[src/rtl/instr_inv_queue.sv]
// Instruction-side invalidation queue: buffers committed store line addresses, coalesces duplicates,
// broadcasts the head to every consumer and collapses into a flush-all request on overflow.
module instr_inv_queue #(
  parameter int DEPTH         = 4,
  parameter int ADDR_W        = 32,
  parameter int LINE_W        = 4,
  parameter int NUM_CONSUMERS = 2
) (
  input  logic                                 clk,
  input  logic                                 rst,
  input  logic                                 inv_valid,
  input  logic [ADDR_W-1:0]                    inv_addr,
  output logic [NUM_CONSUMERS-1:0]             req_valid,
  output logic [ADDR_W-3-$clog2(LINE_W):0]     req_line,
  output logic                                 req_flush_all,
  input  logic [NUM_CONSUMERS-1:0]             ack,
  output logic                                 empty,
  output logic [$clog2(DEPTH):0]               occupancy,
  output logic [15:0]                          flush_events
);
  localparam int OFS  = 2 + $clog2(LINE_W);
  localparam int LA_W = ADDR_W - OFS;
  localparam int PW   = $clog2(DEPTH);
  localparam int CW   = PW + 1;
  localparam logic [NUM_CONSUMERS-1:0] ALL_DONE = '1;

  typedef enum logic {NORMAL = 1'b0, FLUSH = 1'b1} state_t;

  state_t                   state;
  logic [PW-1:0]            head;
  logic [PW-1:0]            tail;
  logic [CW-1:0]            count;
  logic [NUM_CONSUMERS-1:0] done;
  logic                     reflush;
  logic [LA_W-1:0]          lines [DEPTH];

  logic [LA_W-1:0]          push_line;
  logic                     presenting;
  logic                     hit;
  logic                     push;
  logic                     full;
  logic                     retire;
  logic                     overflow;
  logic                     reflush_eff;
  logic [NUM_CONSUMERS-1:0] acc;
  logic [NUM_CONSUMERS-1:0] done_all;
  logic                     unused_addr_bits;

  // Distance of a slot from the head, wrapping modulo DEPTH.
  function automatic logic [PW-1:0] slot_ofs(input int idx, input logic [PW-1:0] h);
    return PW'(idx) - h;
  endfunction

  assign push_line        = inv_addr[ADDR_W-1:OFS];
  assign unused_addr_bits = ^inv_addr[OFS-1:0];

  assign presenting  = (count != '0) || (state == FLUSH);
  assign acc         = ack & req_valid;
  assign done_all    = done | acc;
  assign retire      = presenting && (done_all == ALL_DONE);
  assign full        = (count == CW'(DEPTH));
  assign reflush_eff = reflush || (inv_valid && (done != '0));

  // A head already seen by some consumer may have been invalidated before this store, so it cannot absorb it.
  always_comb begin
    hit = 1'b0;
    for (int i = 0; i < DEPTH; i++) begin
      if (({1'b0, slot_ofs(i, head)} < count) && (lines[i] == push_line) &&
          !((PW'(i) == head) && (done != '0)))
        hit = 1'b1;
    end
  end

  assign push     = inv_valid && !hit && (state == NORMAL);
  assign overflow = push && full && !retire;

  assign req_valid     = presenting ? ~done : '0;
  assign req_flush_all = (state == FLUSH);
  assign req_line      = ((state == NORMAL) && (count != '0)) ? lines[head] : '0;
  assign empty         = (state == NORMAL) && (count == '0);
  assign occupancy     = count;

  always_ff @(posedge clk or posedge rst) begin
    if (rst) begin
      state        <= NORMAL;
      head         <= '0;
      tail         <= '0;
      count        <= '0;
      done         <= '0;
      reflush      <= 1'b0;
      flush_events <= '0;
    end else if (state == NORMAL) begin
      if (overflow) begin
        state <= FLUSH;
        head  <= '0;
        tail  <= '0;
        count <= '0;
        done  <= '0;
        if (flush_events != 16'hFFFF)
          flush_events <= flush_events + 16'd1;
      end else begin
        if (push)
          tail <= tail + 1'b1;
        if (retire) begin
          head <= head + 1'b1;
          done <= '0;
        end else begin
          done <= done_all;
        end
        count <= count + CW'(push) - CW'(retire);
      end
    end else begin
      // A store that arrived after some consumer already flushed needs one more flush round.
      if (retire) begin
        done    <= '0;
        reflush <= 1'b0;
        if (!reflush_eff)
          state <= NORMAL;
      end else begin
        done    <= done_all;
        reflush <= reflush_eff;
      end
    end
  end

  always_ff @(posedge clk) begin
    if (push && !overflow)
      lines[tail] <= push_line;
  end

endmodule

[config.mk]
export PLATFORM = sky130hd
export DESIGN_NAME = instr_inv_queue
export DESIGN_NICKNAME = d
export VERILOG_FILES = /design/src/rtl/instr_inv_queue.sv
export SDC_FILE = /design/constraint.sdc
export NUM_CORES = 1
export LEC_CHECK = 0
export CAP_MARGIN = 20
export CORE_MARGIN = 5
export CORE_UTILIZATION = 51
export CTS_CLUSTER_SIZE = 10
export DETAILED_ROUTE_END_ITERATION = 8
export GPL_TIMING_DRIVEN = 1
export MAX_ROUTING_LAYER = met4
export PLACE_DENSITY_LB_ADDON = 0.15
export SYNTH_ARGS = -nofsm -noshare
export SYNTH_HDL_FRONTEND = slang
export SYNTH_SLANG_ARGS = --single-unit
export TNS_END_PERCENT = 50
[constraint.sdc]
create_clock -name clk -period 4.2 [get_ports clk]
set_input_delay 0.84 -clock clk [delete_from_list [all_inputs] [get_ports clk]]
set_output_delay 0.84 -clock clk [all_outputs]
set_load 0.02 [all_outputs]
==> run_results.csv, run 1 <==
group,metric,value,unit
sta,finClkSkew,0.00565,ns
die,placementRows,43,
route,routedWlPerCell,21.1,um
route,drc,0,
sta,tightest_slew,0.662,ns
clocking,cts.sinks,139,
global_routing,grt_first_pass_wirelength,27400,um
die,die_y,129,um
place,pre_cts_slack,-0.330,ns
worst_setup_path,path_cells,"clkdlybuf4s50_1 -> xor2_1 -> nor4_2 -> buf_4 -> nand4_1 -> nor4_2 -> or4b_1 -> nor2_2 -> inv_1 -> ha_1 -> inv_1 -> ha_1 -> inv_1 -> fa_1 -> xnor2_1 -> nor3_1 -> a21oi_1 -> o21ai_0",
worst_setup_path,ff2ff_path_depth,18,
global_routing,grt_use_total,0.227,
place,io_buffers,83,
global_routing,top_usage_layer,"met2",
worst_setup_path,r2r_slack,0.51,ns
worst_setup_path,r2r_start,"occupancy[1]",
synth,synth_nets,559,
worst_setup_path,worstPathArrival,4.27,ns
route,drtIter0Drc,349,
sta,period_needed,3.99,ns
synth,synthDistinctLibCells,43,
route,vias_per_cell,5.65,
finish,fin_nets,693,
route,final_antenna_net_count,0,
synth,yosysWarnings,0,
synth,ys_seq_area_frac,0.558,
global_routing,grt_pass1_vias,4971,
global_routing,met1_usage,0.294,
synth,synth_area_per_cell,14.3,um2
synth,yosys_register_bits,139,
hold_path,holdPathEnd,"flush_events[9]",
die,pin_count,88,
synth,async_reset_ff_frac,0.194,
global_routing,met2_usage,0.363,
finish,area_growth,27.4,%
finish,final_cell_mix,"edfxtp_1 (112), xor2_1 (104), clkdlybuf4s50_1 (83)",
status,status,"finished clean",
flow_run,cap_viol_max_count,0,
synth,synth_edf_count,112,
place,dp_hpwl,12200,um
pwr,powerDensity,664,mW/mm2
worst_setup_path,r2r_end,"occupancy[2]",
finish,layout_commonest_cell,"edfxtp_1",
die,dieArea,0.0167,mm2
synth,syn_area,0.00724,mm2
worst_setup_path,critPathSlowestCell,"clkdlybuf4s50_1",
sta,setup_viol,0,
worst_setup_path,path_buf_inv,5,
hold_path,hp-class,"reg2reg",
sta,layout_worst_path_cycle_share,0.951,
hold_path,min_path_cells,1,
worst_setup_path,cpLargestDelayFamily,"simple AND/OR/NAND/NOR gates",
worst_setup_path,crit_type,"in2reg",
clocking,htree_levels,4,
pwr,p_leak,3.48,nW
place,place.gp.congestion,0.931,
worst_setup_path,cp_data_required_time,4.47,ns
place,dp_cells,800,
sta,maxSlewHeadroom,0.558,
sta,final_hold_viol_count,0,
synth,syn_inst,506,
sta,fmax,250,MHz
clocking,clock_latency,0.41,ns
die,start_util,0.522,
global_routing,grt_max_degree,32,
worst_setup_path,start_kind,"input pin",
worst_setup_path,setup.worst_path.start,"inv_addr[11]",
worst_setup_path,crit_path_frequent_cell,"inv_1",
worst_setup_path,worst-path-stages,18,
finish,drive_above_1_share,0.196,
finish,instances_no_fill,833,
route,drt_first_pass_iters,5,
route,via_count,4703,
global_routing,met3_usage,0.0412,
global_routing,antenna_found_initial,0,
synth,synth_flop_cell,"edfxtp_1",
clocking,cts_tree,"yes",
route,routed_wl,17600,um
worst_setup_path,worstSetupEndpointType,"register",
pwr,peakVddDrop,0.460,mV
global_routing,overflow,0,
clocking,clock_path_buffers,2,
worst_setup_path,worstPathMaxFanout,4,
sta,slew_viol_final,0,
clocking,clkSlewWorstSetupHoldPaths,0.06,ns
hold_path,min_from,"flush_events[9]",
finish,fill_cells,1013,
clocking,root_buffer,"clkbuf_16",
worst_setup_path,max_stage_delay,0.56,ns
die,core,0.0139,mm2
sta,final_critical_path_setup_slack,0.205,ns
die,dieWidth,129,um
finish,antenna-diode-count,0,
clocking,cts_buffers,17,
-- logic make-up (layout without fill, tap and decap cells) --
logic type                 Yosys count  count (layout)  synth area share
buffers and inverters               32             179            0.0204
xor gates and xnor gates           128             128             0.155
muxes                               32              32            0.0928
adders and majority gates           16              16            0.0287
DFF                                139             139             0.558
and+or+nand+nor                    134             134             0.120
AOI/OAI and AO/OA                   25              25            0.0252
-- synth_stat cells, types with 2 or more instances --
library cell / number / area [um2]
edfxtp_1: 112 / 3360
nor2_1: 9 / 33.8
clkbuf_1: 8 / 30.0
xor2_1: 104 / 911
a2111oi_0: 2 / 17.5
buf_2: 4 / 20.0
nor4_1: 23 / 144
a21oi_1: 10 / 50.1
ha_1: 15 / 188
and4_1: 2 / 17.5
nand2_1: 8 / 30.0
dfrtp_1: 27 / 676
nor4_2: 2 / 25.0
mux2i_1: 3 / 30.0
a31oi_1: 2 / 12.5
nand2b_1: 3 / 18.8
a211oi_1: 5 / 37.5
inv_1: 11 / 41.3
xnor2_1: 24 / 210
or2_2: 3 / 18.8
nor2b_1: 30 / 188
nand4_1: 19 / 119
and3_1: 10 / 62.6
buf_1: 3 / 11.3
mux4_2: 28 / 631
nor3_2: 13 / 130
nand3_1: 2 / 10.0
nor3_1: 6 / 30.0
buf_4: 4 / 30.0
-- metrics by stage --
step	setup TNS (ns)	instance area [um2]	utilization	power, mW	hold WS (ns)
2_1_floorplan	0	7240	-	3.61	0.492
3_3_place_gp	-0.129	8630	0.622	4.64	0.473
3_5_place_dp	-0.506	8630	0.622	4.71	0.484
4_1_cts	0	9190	0.662	6.16	0.494
5_1_grt	-0.0278	9220	0.664	6.44	0.514
6_report	0	9220	0.664	6.12	0.499
-- state kept, by name, indices dropped and copies added, names as in the netlist --
| register | flops |
|---|---|
| done | 2 |
| occupancy | 3 |
| reflush | 1 |
| lines | 112 |
| flush_events | 16 |
| head | 2 |
| tail | 2 |
| req_flush_all | 1 |
-- worst max-delay path by stage --
stage / endpoint / slack [ns]
after floorplan: occupancy[2] / 0.08
after global placement: occupancy[2] / -0.13
after detailed placement: occupancy[2] / -0.33
after global routing: occupancy[2] / -0.03
final: occupancy[2] / 0.21
after CTS: occupancy[2] / 0.13
-- layer usage --
metal / part of all wire / vias to the layer above
met5: 0 / -
met4: 0.018 / 0
met3: 0.049 / 26
met2: 0.50 / 142
met1: 0.44 / 2376
li1: - / 2159
-- power by group --
group	leakage, nW	switching, mW	total, mW	internal (mW)
clock	0.270	0.527	1.44	0.916
combinational	1.84	1.42	2.65	1.24
sequential	1.38	0.205	2.02	1.82
-- cell type report --
class                           instances  area, um2  share of cell area
Inverter                               12       45.0             0.00488
Timing Repair Buffer                  135       1280               0.139
Multi-Input combinational cell        335       3070               0.333
Clock buffer                           20        437              0.0474
Clock inverter                         12        129              0.0140
Sequential cell                       139       4040               0.438
Tap cell                              180        225              0.0244
-- what timing repair did --
action | CTS | global route
setup endpoints to repair | 0 | 1
endpoints found under the hold margin | 0 | 0
resized for setup | 0 | 2
hold buffers | 0 | 0
setup buffers | 0 | 0
(Power assumes the default switching activity.)
==> inputs of run 2 (changes only) <==
- CTS_CLUSTER_DIAMETER: not set -> 100
- RECOVER_POWER: not set -> 100
==> run 2 against run 1 <==
Net effect:
- first-iteration DRC count rose by 5.2%
- register-to-register slack about the same
- clock skew down 0.0011 ns
- critical endpoint unchanged
==> run_results.csv, run 2 (synthesis results as in run 1) <==
group,metric,value,unit
status,status,"finished clean",
pwr,intPower,3.84,mW
place,dp_hpwl,12200,um
worst_setup_path,ff2ff_path_depth,18,
hold_path,min_path_cells,1,
finish,stdcell_area,0.00901,mm2
place,dp_cells,800,
sta,finClkSkew,0.00459,ns
hold_path,hp-class,"reg2reg",
worst_setup_path,cp_data_required_time,4.48,ns
place,pre_cts_slack,-0.330,ns
sta,maxSlewHeadroom,0.196,
place,io_buffers,83,
sta,final_critical_path_setup_slack,0.206,ns
sta,slew_viol_final,0,
flow_run,cap_viol_max_count,0,
worst_setup_path,start_kind,"input pin",
route,vias_per_cell,5.66,
route,routedWlPerCell,21.2,um
sta,period_needed,3.99,ns
route,routed_wl,17600,um
place,post_dp_cell_area,0.00863,mm2
die,dieArea,0.0167,mm2
die,dieWidth,129,um
global_routing,grt_first_pass_wirelength,27400,um
finish,layout_commonest_cell,"edfxtp_1",
clocking,clkSlewWorstSetupHoldPaths,0.05,ns
worst_setup_path,worstSetupEndpointType,"register",
die,pin_count,88,
pwr,p_leak,3.46,nW
sta,setup_viol,0,
route,final_antenna_net_count,0,
finish,fin_nets,693,
clocking,cts_tree,"yes",
pwr,power_frac_comb,0.418,
finish,area_growth,24.4,%
pwr,peakVddDrop,0.435,mV
clocking,clock_latency,0.42,ns
worst_setup_path,path_cells,"clkdlybuf4s50_1 -> xor2_1 -> nor4_2 -> buf_4 -> nand4_1 -> nor4_2 -> or4b_1 -> nor2_2 -> inv_1 -> ha_1 -> inv_1 -> ha_1 -> inv_1 -> fa_1 -> xnor2_1 -> nor3_1 -> a21oi_1 -> o21ai_0",
finish,utilization,0.649,
sta,layout_worst_path_cycle_share,0.951,
global_routing,overflow,0,
global_routing,grt_use_total,0.227,
global_routing,antenna_found_initial,0,
worst_setup_path,max_stage_delay,0.56,ns
clocking,cts.sinks,139,
finish,largest_reg_flops,112,
die,start_util,0.522,
pwr,p_sw,2.13,mW
clocking,clock_path_buffers,2,
clocking,htree_levels,4,
finish,final_cell_mix,"edfxtp_1 (112), xor2_1 (104), dlygate4sd3_1 (68)",
sta,tightest_slew,1.21,ns
finish,antenna-diode-count,0,
route,via_count,4712,
pwr,swShare,0.357,
sta,final_hold_viol_count,0,
die,core,0.0139,mm2
clocking,postCtsHoldBufs,0,
finish,drive_above_1_share,0.142,
worst_setup_path,crit_type,"in2reg",
worst_setup_path,worstPathArrival,4.27,ns
worst_setup_path,critPathSlowestCell,"clkdlybuf4s50_1",
worst_setup_path,worstPathMaxFanout,4,
global_routing,grt_max_degree,32,
sta,fmax,250,MHz
clocking,cts_buffers,17,
die,die_y,129,um
clocking,root_buffer,"clkbuf_16",
route,drtIter0Drc,367,
route,drt_first_pass_iters,4,
global_routing,grt_pass1_vias,4971,
place,place.gp.congestion,0.931,
pwr,seqPwrFrac,0.340,
die,placementRows,43,
sta,tns,0,ns
finish,top_register,"lines",
finish,instances_no_fill,833,
worst_setup_path,crit_path_frequent_cell,"inv_1",
pwr,powerDensity,662,mW/mm2
pwr,clkPwrFrac,0.242,
route,drc,0,
## run 2: changes by cell type in the layout (fill, tap and decap cells not counted), sizes merged
cell           previous run  this run
dlygate4sd3               0        68
clkbuf                   20        46
buf                      52        26
clkdlybuf4s50            83        15
## run 2: what timing repair did
action,in CTS,in global routing
setup endpoints to repair,0,1
setup buffers,0,0
gates resized for setup,0,2
endpoints found under the hold margin,0,0
## run 2: through the flow
stage | power [mW] | hold WS [ns]
floorplan | 3.61 | 0.492
global placement | 4.64 | 0.473
detailed placement | 4.71 | 0.484
CTS | 6.16 | 0.494
global route | 6.28 | 0.510
finish | 5.97 | 0.487
## run 2: final cells by class
class	count	area, um2
sequential	139	4040
inverter	12	45.0
tap	180	225
multi-input combinational	335	2990
timing repair buffer	135	1140
clock inverter	12	129
fill	1052	4870
clock buffer	20	437
## run 2: layer usage
metal  vias to the layer above  track usage  routed length [um]
met3                        25       0.0412                1060
met2                       175        0.363                8770
met5                         -            -                   0
met4                         0       0.0754                 316
met1                      2351        0.294                7480
li1                       2161            -                   -
## run 2: final timing paths
path | slack [ns] | to | start
hold / removal | 0.49 | flush_events[6] | flush_events[6]
max in group asynchronous | 2.21 | reflush | rst
setup reg to reg | 0.50 | occupancy[2] | occupancy[1]
min in group asynchronous | 0.90 | flush_events[15] | rst
setup / recovery | 0.21 | occupancy[2] | inv_addr[11]
hold reg to reg | 0.49 | flush_events[6] | flush_events[6]
## run 2: power groups by stage
| stage | Clock (mW) | Combinational, mW | Sequential (mW) |
|---|---|---|---|
| 2_1_floorplan | 0 | 1.57 | 2.04 |
| 3_3_place_gp | 0 | 2.62 | 2.03 |
| 3_5_place_dp | 0 | 2.66 | 2.05 |
| 4_1_cts | 1.46 | 2.68 | 2.02 |
| 5_1_grt | 1.53 | 2.70 | 2.06 |
| 6_report | 1.44 | 2.50 | 2.03 |
## run 2: worst max-delay path, delay by kind of cell
kind            cells  cell delay (ns)
fa+ha+maj           3             0.79
simple gates        6             0.99
xor+xnor            2             0.56
compound gates      2             0.22
buf+inv             5             0.88
